## config.mk

```make
export PLATFORM = sky130hd
export DESIGN_NAME = agc_divider_flat
export DESIGN_NICKNAME = d
export VERILOG_FILES = /design/src/rtl/agc_div_pkg.sv /design/src/rtl/agc_divider_if.sv /design/src/rtl/agc_div_sat.sv /design/src/rtl/agc_divider.sv /design/src/flat_wrapper.sv
export SDC_FILE = /design/constraint.sdc
export NUM_CORES = 1
export LEC_CHECK = 0
export CORE_UTILIZATION = 40
export CTS_BUF_LIST = sky130_fd_sc_hd__clkbuf_2 sky130_fd_sc_hd__clkbuf_4 sky130_fd_sc_hd__clkbuf_8
export DETAILED_ROUTE_END_ITERATION = 10
export PLACE_DENSITY = 0.67
export SETUP_SLACK_MARGIN = 0.05
export SLEW_MARGIN = 20
export SYNTH_ARGS = -nofsm -noshare
export SYNTH_HDL_FRONTEND = slang
export SYNTH_SLANG_ARGS = --single-unit
```

## constraint.sdc

```tcl
create_clock -name i_clock -period 4.5 [get_ports i_clock]
set_clock_uncertainty 0.15 [all_clocks]
set_input_delay 0.45 -clock i_clock [delete_from_list [all_inputs] [get_ports i_clock]]
set_output_delay 0.45 -clock i_clock [all_outputs]
set_load 0.005 [all_outputs]
```

## src/rtl/agc_div_pkg.sv

```systemverilog
// Shared types and sizing helpers for the IAGC signed radix-2 divider.
package agc_div_pkg;

   typedef enum logic [1:0] {IDLE, LOAD, CALC, DONE} state_t;

   function automatic int calc_steps(input int data_size, input int frac_bits);
      return data_size + frac_bits;
   endfunction

   function automatic int count_width(input int steps);
      return (steps > 1) ? $clog2(steps) : 1;
   endfunction

   function automatic int signed_max(input int width);
      return (1 << (width - 1)) - 1;
   endfunction

   function automatic int signed_min(input int width);
      return -(1 << (width - 1));
   endfunction

endpackage

```

## src/rtl/agc_divider_if.sv

```systemverilog
// Operand/result bundle of the AGC divider with its start/busy/valid handshake.
interface agc_divider_if #(
   parameter int DATA_SIZE      = 14,
   parameter int REMAINDER_SIZE = 14
);
   logic signed [DATA_SIZE-1:0]      i_reference;
   logic signed [DATA_SIZE-1:0]      i_error;
   logic                             i_start;
   logic signed [DATA_SIZE-1:0]      o_quotient;
   logic signed [REMAINDER_SIZE-1:0] o_remainder;
   logic                             o_valid;
   logic                             o_busy;
   logic                             o_div_zero;
   logic                             o_overflow;

   modport master (
      output i_reference, i_error, i_start,
      input  o_quotient, o_remainder, o_valid, o_busy, o_div_zero, o_overflow
   );

   modport slave (
      input  i_reference, i_error, i_start,
      output o_quotient, o_remainder, o_valid, o_busy, o_div_zero, o_overflow
   );
endinterface

```

## src/rtl/agc_div_sat.sv

```systemverilog
// Sign application, optional round-half-away-from-zero and saturation of the raw
// magnitudes. Rounding is built only when AGC_DIV_ROUND_EN is defined.
module agc_div_sat
   import agc_div_pkg::*;
#(
   parameter int DATA_SIZE      = 14,
   parameter int FRAC_BITS      = 8,
   parameter int REMAINDER_SIZE = 14
) (
   input  logic [DATA_SIZE+FRAC_BITS-1:0] q_mag,
   input  logic [DATA_SIZE-1:0]           rem_mag,
`ifdef AGC_DIV_ROUND_EN
   input  logic [DATA_SIZE-1:0]           div_mag,
`endif
   input  logic                           neg_quot,
   input  logic                           neg_rem,
   output logic [DATA_SIZE-1:0]           quotient,
   output logic [REMAINDER_SIZE-1:0]      remainder,
   output logic                           overflow
);
   localparam int QW = calc_steps(DATA_SIZE, FRAC_BITS) + 1;
   localparam int RW = ((DATA_SIZE > REMAINDER_SIZE) ? DATA_SIZE : REMAINDER_SIZE) + 1;
   localparam logic [QW-1:0] Q_POS = QW'(signed_max(DATA_SIZE));
   localparam logic [QW-1:0] Q_NEG = QW'(-signed_min(DATA_SIZE));
   localparam logic [RW-1:0] R_POS = RW'(signed_max(REMAINDER_SIZE));
   localparam logic [RW-1:0] R_NEG = RW'(-signed_min(REMAINDER_SIZE));

   logic [QW-1:0]             q_adj;
   logic [DATA_SIZE-1:0]      q_lo;
   logic [RW-1:0]             r_ext;
   logic [REMAINDER_SIZE-1:0] r_lo;
   logic                      q_ovf;
   logic                      r_ovf;

`ifdef AGC_DIV_ROUND_EN
   logic round_up;
   assign round_up = {rem_mag, 1'b0} >= {1'b0, div_mag};
`endif

   // Negative limits allow one extra magnitude step compared with the positive ones.
   always_comb begin
      q_adj = {1'b0, q_mag};
`ifdef AGC_DIV_ROUND_EN
      if (round_up) q_adj = q_adj + QW'(1);
`endif
      q_lo  = q_adj[DATA_SIZE-1:0];
      r_ext = RW'(rem_mag);
      r_lo  = r_ext[REMAINDER_SIZE-1:0];
      if (neg_quot) begin
         q_ovf    = q_adj > Q_NEG;
         quotient = q_ovf ? DATA_SIZE'(signed_min(DATA_SIZE)) : -q_lo;
      end else begin
         q_ovf    = q_adj > Q_POS;
         quotient = q_ovf ? DATA_SIZE'(signed_max(DATA_SIZE)) : q_lo;
      end
      if (neg_rem) begin
         r_ovf     = r_ext > R_NEG;
         remainder = r_ovf ? REMAINDER_SIZE'(signed_min(REMAINDER_SIZE)) : -r_lo;
      end else begin
         r_ovf     = r_ext > R_POS;
         remainder = r_ovf ? REMAINDER_SIZE'(signed_max(REMAINDER_SIZE)) : r_lo;
      end
      overflow = q_ovf | r_ovf;
   end

endmodule

```

## src/rtl/agc_divider.sv

```systemverilog
// Signed sequential restoring divider: quotient = (error << FRAC_BITS) / reference.
// Defining AGC_DIV_ROUND_EN enables round-half-away-from-zero of the quotient.
module agc_divider
   import agc_div_pkg::*;
#(
   parameter int DATA_SIZE      = 14,
   parameter int FRAC_BITS      = 8,
   parameter int REMAINDER_SIZE = 14
) (
   input logic          i_clock,
   input logic          i_reset,
   agc_divider_if.slave bus
);
   localparam int N  = calc_steps(DATA_SIZE, FRAC_BITS);
   localparam int CW = count_width(N);
   localparam logic [CW-1:0] LAST = CW'(N - 1);

   state_t                    state;
   logic                      start_q;
   logic [DATA_SIZE-1:0]      err_q;
   logic [DATA_SIZE-1:0]      ref_q;
   logic [N-1:0]              dividend;
   logic [DATA_SIZE-1:0]      div_mag;
   logic [DATA_SIZE-1:0]      rem_mag;
   logic [N-1:0]              q_mag;
   logic [CW-1:0]             count;
   logic                      neg_quot;
   logic                      zero;

   logic                      accept;
   logic [DATA_SIZE-1:0]      err_abs;
   logic [DATA_SIZE-1:0]      ref_abs;
   logic [DATA_SIZE:0]        rem_shift;
   logic [DATA_SIZE-1:0]      diff;
   logic                      ge;
   logic [DATA_SIZE-1:0]      sat_quot;
   logic [REMAINDER_SIZE-1:0] sat_rem;
   logic                      sat_ovf;

   assign accept    = bus.i_start & ~start_q;
   assign err_abs   = err_q[DATA_SIZE-1] ? -err_q : err_q;
   assign ref_abs   = ref_q[DATA_SIZE-1] ? -ref_q : ref_q;
   assign rem_shift = {rem_mag, dividend[count]};
   assign ge        = rem_shift >= {1'b0, div_mag};
   assign diff      = DATA_SIZE'(rem_shift - {1'b0, div_mag});

   agc_div_sat #(
      .DATA_SIZE      (DATA_SIZE),
      .FRAC_BITS      (FRAC_BITS),
      .REMAINDER_SIZE (REMAINDER_SIZE)
   ) u_sat (
      .q_mag     (q_mag),
      .rem_mag   (rem_mag),
`ifdef AGC_DIV_ROUND_EN
      .div_mag   (div_mag),
`endif
      .neg_quot  (neg_quot),
      .neg_rem   (err_q[DATA_SIZE-1]),
      .quotient  (sat_quot),
      .remainder (sat_rem),
      .overflow  (sat_ovf)
   );

   // Operands are held in err_q/ref_q for the whole division so DONE can still
   // see the dividend sign, e.g. to pick the divide-by-zero saturation limit.
   always_ff @(posedge i_clock) begin
      if (i_reset) begin
         state           <= IDLE;
         start_q         <= 1'b0;
         bus.o_quotient  <= '0;
         bus.o_remainder <= '0;
         bus.o_valid     <= 1'b0;
         bus.o_busy      <= 1'b0;
         bus.o_div_zero  <= 1'b0;
         bus.o_overflow  <= 1'b0;
      end else begin
         start_q     <= bus.i_start;
         bus.o_valid <= 1'b0;
         case (state)
            IDLE: begin
               if (accept) begin
                  err_q      <= bus.i_error;
                  ref_q      <= bus.i_reference;
                  bus.o_busy <= 1'b1;
                  state      <= LOAD;
               end
            end
            LOAD: begin
               neg_quot <= err_q[DATA_SIZE-1] ^ ref_q[DATA_SIZE-1];
               if (ref_q == '0) begin
                  zero  <= 1'b1;
                  state <= DONE;
               end else begin
                  zero     <= 1'b0;
                  dividend <= N'(err_abs) << FRAC_BITS;
                  div_mag  <= ref_abs;
                  rem_mag  <= '0;
                  q_mag    <= '0;
                  count    <= LAST;
                  state    <= CALC;
               end
            end
            CALC: begin
               rem_mag <= ge ? diff : rem_shift[DATA_SIZE-1:0];
               q_mag   <= {q_mag[N-2:0], ge};
               if (count == '0) state <= DONE;
               else             count <= count - CW'(1);
            end
            DONE: begin
               if (zero) begin
                  bus.o_quotient  <= err_q[DATA_SIZE-1] ? DATA_SIZE'(signed_min(DATA_SIZE))
                                                        : DATA_SIZE'(signed_max(DATA_SIZE));
                  bus.o_remainder <= '0;
                  bus.o_div_zero  <= 1'b1;
                  bus.o_overflow  <= 1'b1;
               end else begin
                  bus.o_quotient  <= sat_quot;
                  bus.o_remainder <= sat_rem;
                  bus.o_div_zero  <= 1'b0;
                  bus.o_overflow  <= sat_ovf;
               end
               bus.o_valid <= 1'b1;
               bus.o_busy  <= 1'b0;
               state       <= IDLE;
            end
            default: state <= IDLE;
         endcase
      end
   end

endmodule

```

## src/flat_wrapper.sv

```systemverilog
// flat-port wrapper written by rule: the top's interface ports become plain ports
module agc_divider_flat import agc_div_pkg::*;
#(
   parameter int DATA_SIZE      = 14,
   parameter int FRAC_BITS      = 8,
   parameter int REMAINDER_SIZE = 14
)
  (i_clock, i_reset, bus_i_reference, bus_i_error, bus_i_start, bus_o_quotient, bus_o_remainder, bus_o_valid, bus_o_busy, bus_o_div_zero, bus_o_overflow);
  agc_divider_if #(.DATA_SIZE(DATA_SIZE), .REMAINDER_SIZE(REMAINDER_SIZE)) bus_i ();
  input logic i_clock;
  input logic i_reset;
  input wire logic [$bits(bus_i.i_reference)-1:0] bus_i_reference;
  input wire logic [$bits(bus_i.i_error)-1:0] bus_i_error;
  input wire logic [$bits(bus_i.i_start)-1:0] bus_i_start;
  output wire logic [$bits(bus_i.o_quotient)-1:0] bus_o_quotient;
  output wire logic [$bits(bus_i.o_remainder)-1:0] bus_o_remainder;
  output wire logic [$bits(bus_i.o_valid)-1:0] bus_o_valid;
  output wire logic [$bits(bus_i.o_busy)-1:0] bus_o_busy;
  output wire logic [$bits(bus_i.o_div_zero)-1:0] bus_o_div_zero;
  output wire logic [$bits(bus_i.o_overflow)-1:0] bus_o_overflow;
  assign bus_i.i_reference = bus_i_reference;
  assign bus_i.i_error = bus_i_error;
  assign bus_i.i_start = bus_i_start;
  assign bus_o_quotient = bus_i.o_quotient;
  assign bus_o_remainder = bus_i.o_remainder;
  assign bus_o_valid = bus_i.o_valid;
  assign bus_o_busy = bus_i.o_busy;
  assign bus_o_div_zero = bus_i.o_div_zero;
  assign bus_o_overflow = bus_i.o_overflow;
  agc_divider #(.DATA_SIZE(DATA_SIZE), .FRAC_BITS(FRAC_BITS), .REMAINDER_SIZE(REMAINDER_SIZE)) u_core (.i_clock(i_clock), .i_reset(i_reset), .bus(bus_i));
endmodule
```

==> key figures <==
Worst setup path
  • R2R setup slack: 920 ps
  • Slowest Stage Delay on Critical Path: 560 ps
  • Setup CP Type: flop to flop
  • Slowest-stage cell, CP: mux4_2
  • Crit path cell chain: mux4_2, nor2_1, nor4_1, a31oi_1, ha_1, fa_1, nor2b_1, o31a_1, o211ai_1, a21boi_0, or3_1, a31o_2
  • Critical path fanouts, max: 7
  • Critical Path AT: 3640 ps
  • Worst Setup End Kind: flop
  • CP required: around 4600 ps
  • Crit path launch type: flop

STA
  • Setup_tns: 0 ps
  • Crit path time final: approximately 3600 ps
  • Highest Clock Rate: between 200 and 300 MHz
  • RSZ-0062 raised after global routing: no
  • Finish-stage setup viols: 0
  • Slew Limit Fails: 0
  • Slew Limit Headroom: 0.2935
  • Crit share post-route: 0.7946
  • Hold Slack: ~320 ps
  • Setup WS post-layout: slightly above 900 ps
  • Final Hold Vio Count: 0
  • Worst-Margin Slew: around 1100 ps

Die
  • Die width: ~130 um
  • Initial core utilization: 0.4155
  • Row count: between 40 and 50
  • Core Region: between 15000 and 20000 um^2
  • IO Count: 63
  • Die footprint: around 18000 um^2
  • Vert. Die Dim: roughly 130 um

Clocking
  • Clock-pin slew on the worst setup and hold paths: 80 ps
  • Clock Path Buffers: 2
  • Clk sink count: between 100 and 150
  • Cts bufs inserted: 17
  • Post-cts hold buffer count: 0
  • Clk Latency, worst-skew pair: 460 ps
  • Clock root cell: clkbuf_8
  • Post-CTS resize count: 0
  • H-tree levels: 4
  • CTS tree: done
  • Post-CTS setup buffers: 0

Logic synthesis
  • Yosys top cell by area: edfxtp_1
  • Mapped Area: between 6000 and 7000 um^2
  • Most used DFF post-synth: edfxtp_1
  • Yosys reg bits: around 130
  • Number of synthesized flops with an enable pin: 99
  • Sequential fraction of the synthesis area: 0.5276
  • FFs w/ async S/R, synth: 0
  • Yosys warning total: 0
  • Synth cell types: just under 70
  • Syn_nets: 718
  • Mean cell area of the mapped netlist: roughly 11 um^2
  • Most common cell in the netlist: edfxtp_1
  • Syn Inst Count: 662
  • Commonest cells in the netlist: 99 x edfxtp_1, 50 x nor2_1, 47 x a21oi_1
  • Main area contributors after synthesis: edfxtp_1 43%, dfxtp_1 10%, ha_1 4.3%, xnor2_1 3.5%, a21oi_1 3.4%
  • Yosys top cell area share: 0.4270

Final layout
  • Finished Cell Area: slightly above 8000 um^2
  • Share of layout cells above drive strength 1: 0.08424
  • Diode count: 0
  • Fillers: around 1500
  • Synthesis-to-finish area growth: 18.20%
  • Final nets: just under 800
  • Post-layout util: 0.4911

Global route
  • Most Crowded Layer GR: met2
  • Largest net degree at the start of global routing: 43
  • GR Util met2: 0.2841
  • GRT Util Overall: 0.1795
  • Vias in the first global route: 5000
  • M1 GR Usage: 0.2315
  • Met3 Use GR: 0.04989
  • First-pass GRT wire length: about 25 mm
  • Congestion Overflow GR: 0
  • Initial antenna violation count: 0

Route
  • Final WL: ~15 mm
  • 1st-iter DRT viols: roughly 360
  • Via count: approximately 5200
  • Antenna Nets Post-Route: 0
  • Routed len/inst: 15.76 um
  • DR vias/cell: roughly 5.5
  • DRC viols: 0
  • DR pass1 iterations: 8

Power
  • Pwr Density: 492.0 nW/um^2
  • Leakage power: approximately 2.9 nW
  • VDD IR max: ~0.42 mV

Placement
  • IO buf count: 62
  • Place WS: approximately 900 ps
  • DP HPWL: 10.90 mm
  • Dpl cell area: 7796 um^2
  • RePlAce Congestion: approximately 0.94

Min path
  • Hold/Removal Path Class: flop to flop

Flow run
  • Max-cap violations: 0

Outcome
  • Status: finished clean
registers in the layout, summed over array words and instances (netlist names):
name and flops:
u_core.q_mag 22, u_core.start_q 1, u_core.state 2, u_core.bus.o_overflow 1
u_core.dividend 14, u_core.bus.o_remainder 14, u_core.bus.o_valid 1, u_core.err_q 14
u_core.ref_q 14, u_core.bus.o_busy 1, u_core.bus.o_div_zero 1, u_core.rem_mag 14
u_core.bus.o_quotient 14, u_core.zero 1, u_core.neg_quot 1, u_core.count 5
u_core.div_mag 14
final cells by class:
cell class	count	area, um^2	area share
multi-input combinational	466	3052	0.3708
sequential	134	3674	0.4463
inverter	36	135.1	0.01642
clock inverter	15	195.2	0.02372
timing repair buffer	68	665.6	0.08088
tap	220	275.3	0.03344
clock buffer	17	234.0	0.02843
critical path, delay by kind of cell (launching register included):
family | cells | cell delay [ps]
AOI/OAI and AO/OA | 5 | 1070
muxes | 1 | 560
DFF | 1 | 550
and+or+nand+nor | 4 | 530
adders and majority gates | 2 | 480
path summary, 6_finish.rpt:
path | startpoint | to | cells after the start
max | u_core.count[0] | u_core.rem_mag[10] | 12
min | u_core.bus.o_div_zero | u_core.bus.o_div_zero | 2
max reg2reg | u_core.count[0] | u_core.rem_mag[10] | 12
min reg2reg | u_core.bus.o_div_zero | u_core.bus.o_div_zero | 2
cell usage in the layout, fill, tap and decap left out, types with 7 or more instances in the layout:
master and instances:
a211oi_1 9, a21oi_1 47, a31oi_1 13, and2_1 20
clkbuf_8 17, clkdlybuf4s50_1 62, dfxtp_1 35, edfxtp_1 99
ha_1 24, inv_1 35, nand2_1 46, nand2b_1 11
nand3_1 18, nand3b_1 8, nor2_1 50, nor3_1 15
nor4_1 7, o211ai_1 9, o21a_1 8, o21ai_0 37
o22ai_1 17, o31ai_1 11, or3_1 7, xnor2_1 28
metal layers:
metal | vias to the layer above | share of wire
met5 | - | 0
met4 | 0 | 0.020
met3 | 26 | 0.050
met2 | 154 | 0.47
met1 | 2475 | 0.46
li1 | 2586 | -
power breakdown:
part	leakage, nW	internal, W	switching (W)
logic	1.45	0.000477	0.000659
registers	1.20	0.00161	0.000228
clock network	0.209	0.000560	0.000514
stage by stage:
| step | power, W | instances |
|---|---|---|
| floorplan | 0.002625 | 662 |
| global placement | 0.002941 | 924 |
| detailed placement | 0.002990 | 924 |
| CTS | 0.004067 | 956 |
| global route | 0.004294 | 956 |
| finish | 0.004049 | 956 |
cells by family (layout without fill, tap and decap cells):
group,count (synthesis),after routing,synth area share
DFF,134,134,0.5276
and+or+nand+nor,218,218,0.1659
buffers and inverters,62,136,0.03594
adders and majority gates,25,25,0.04600
AOI/OAI and AO/OA,184,184,0.1689
xor gates and xnor gates,33,33,0.04151
muxes,6,6,0.01420
No activity file was read; power rests on OpenSTA's default activity.
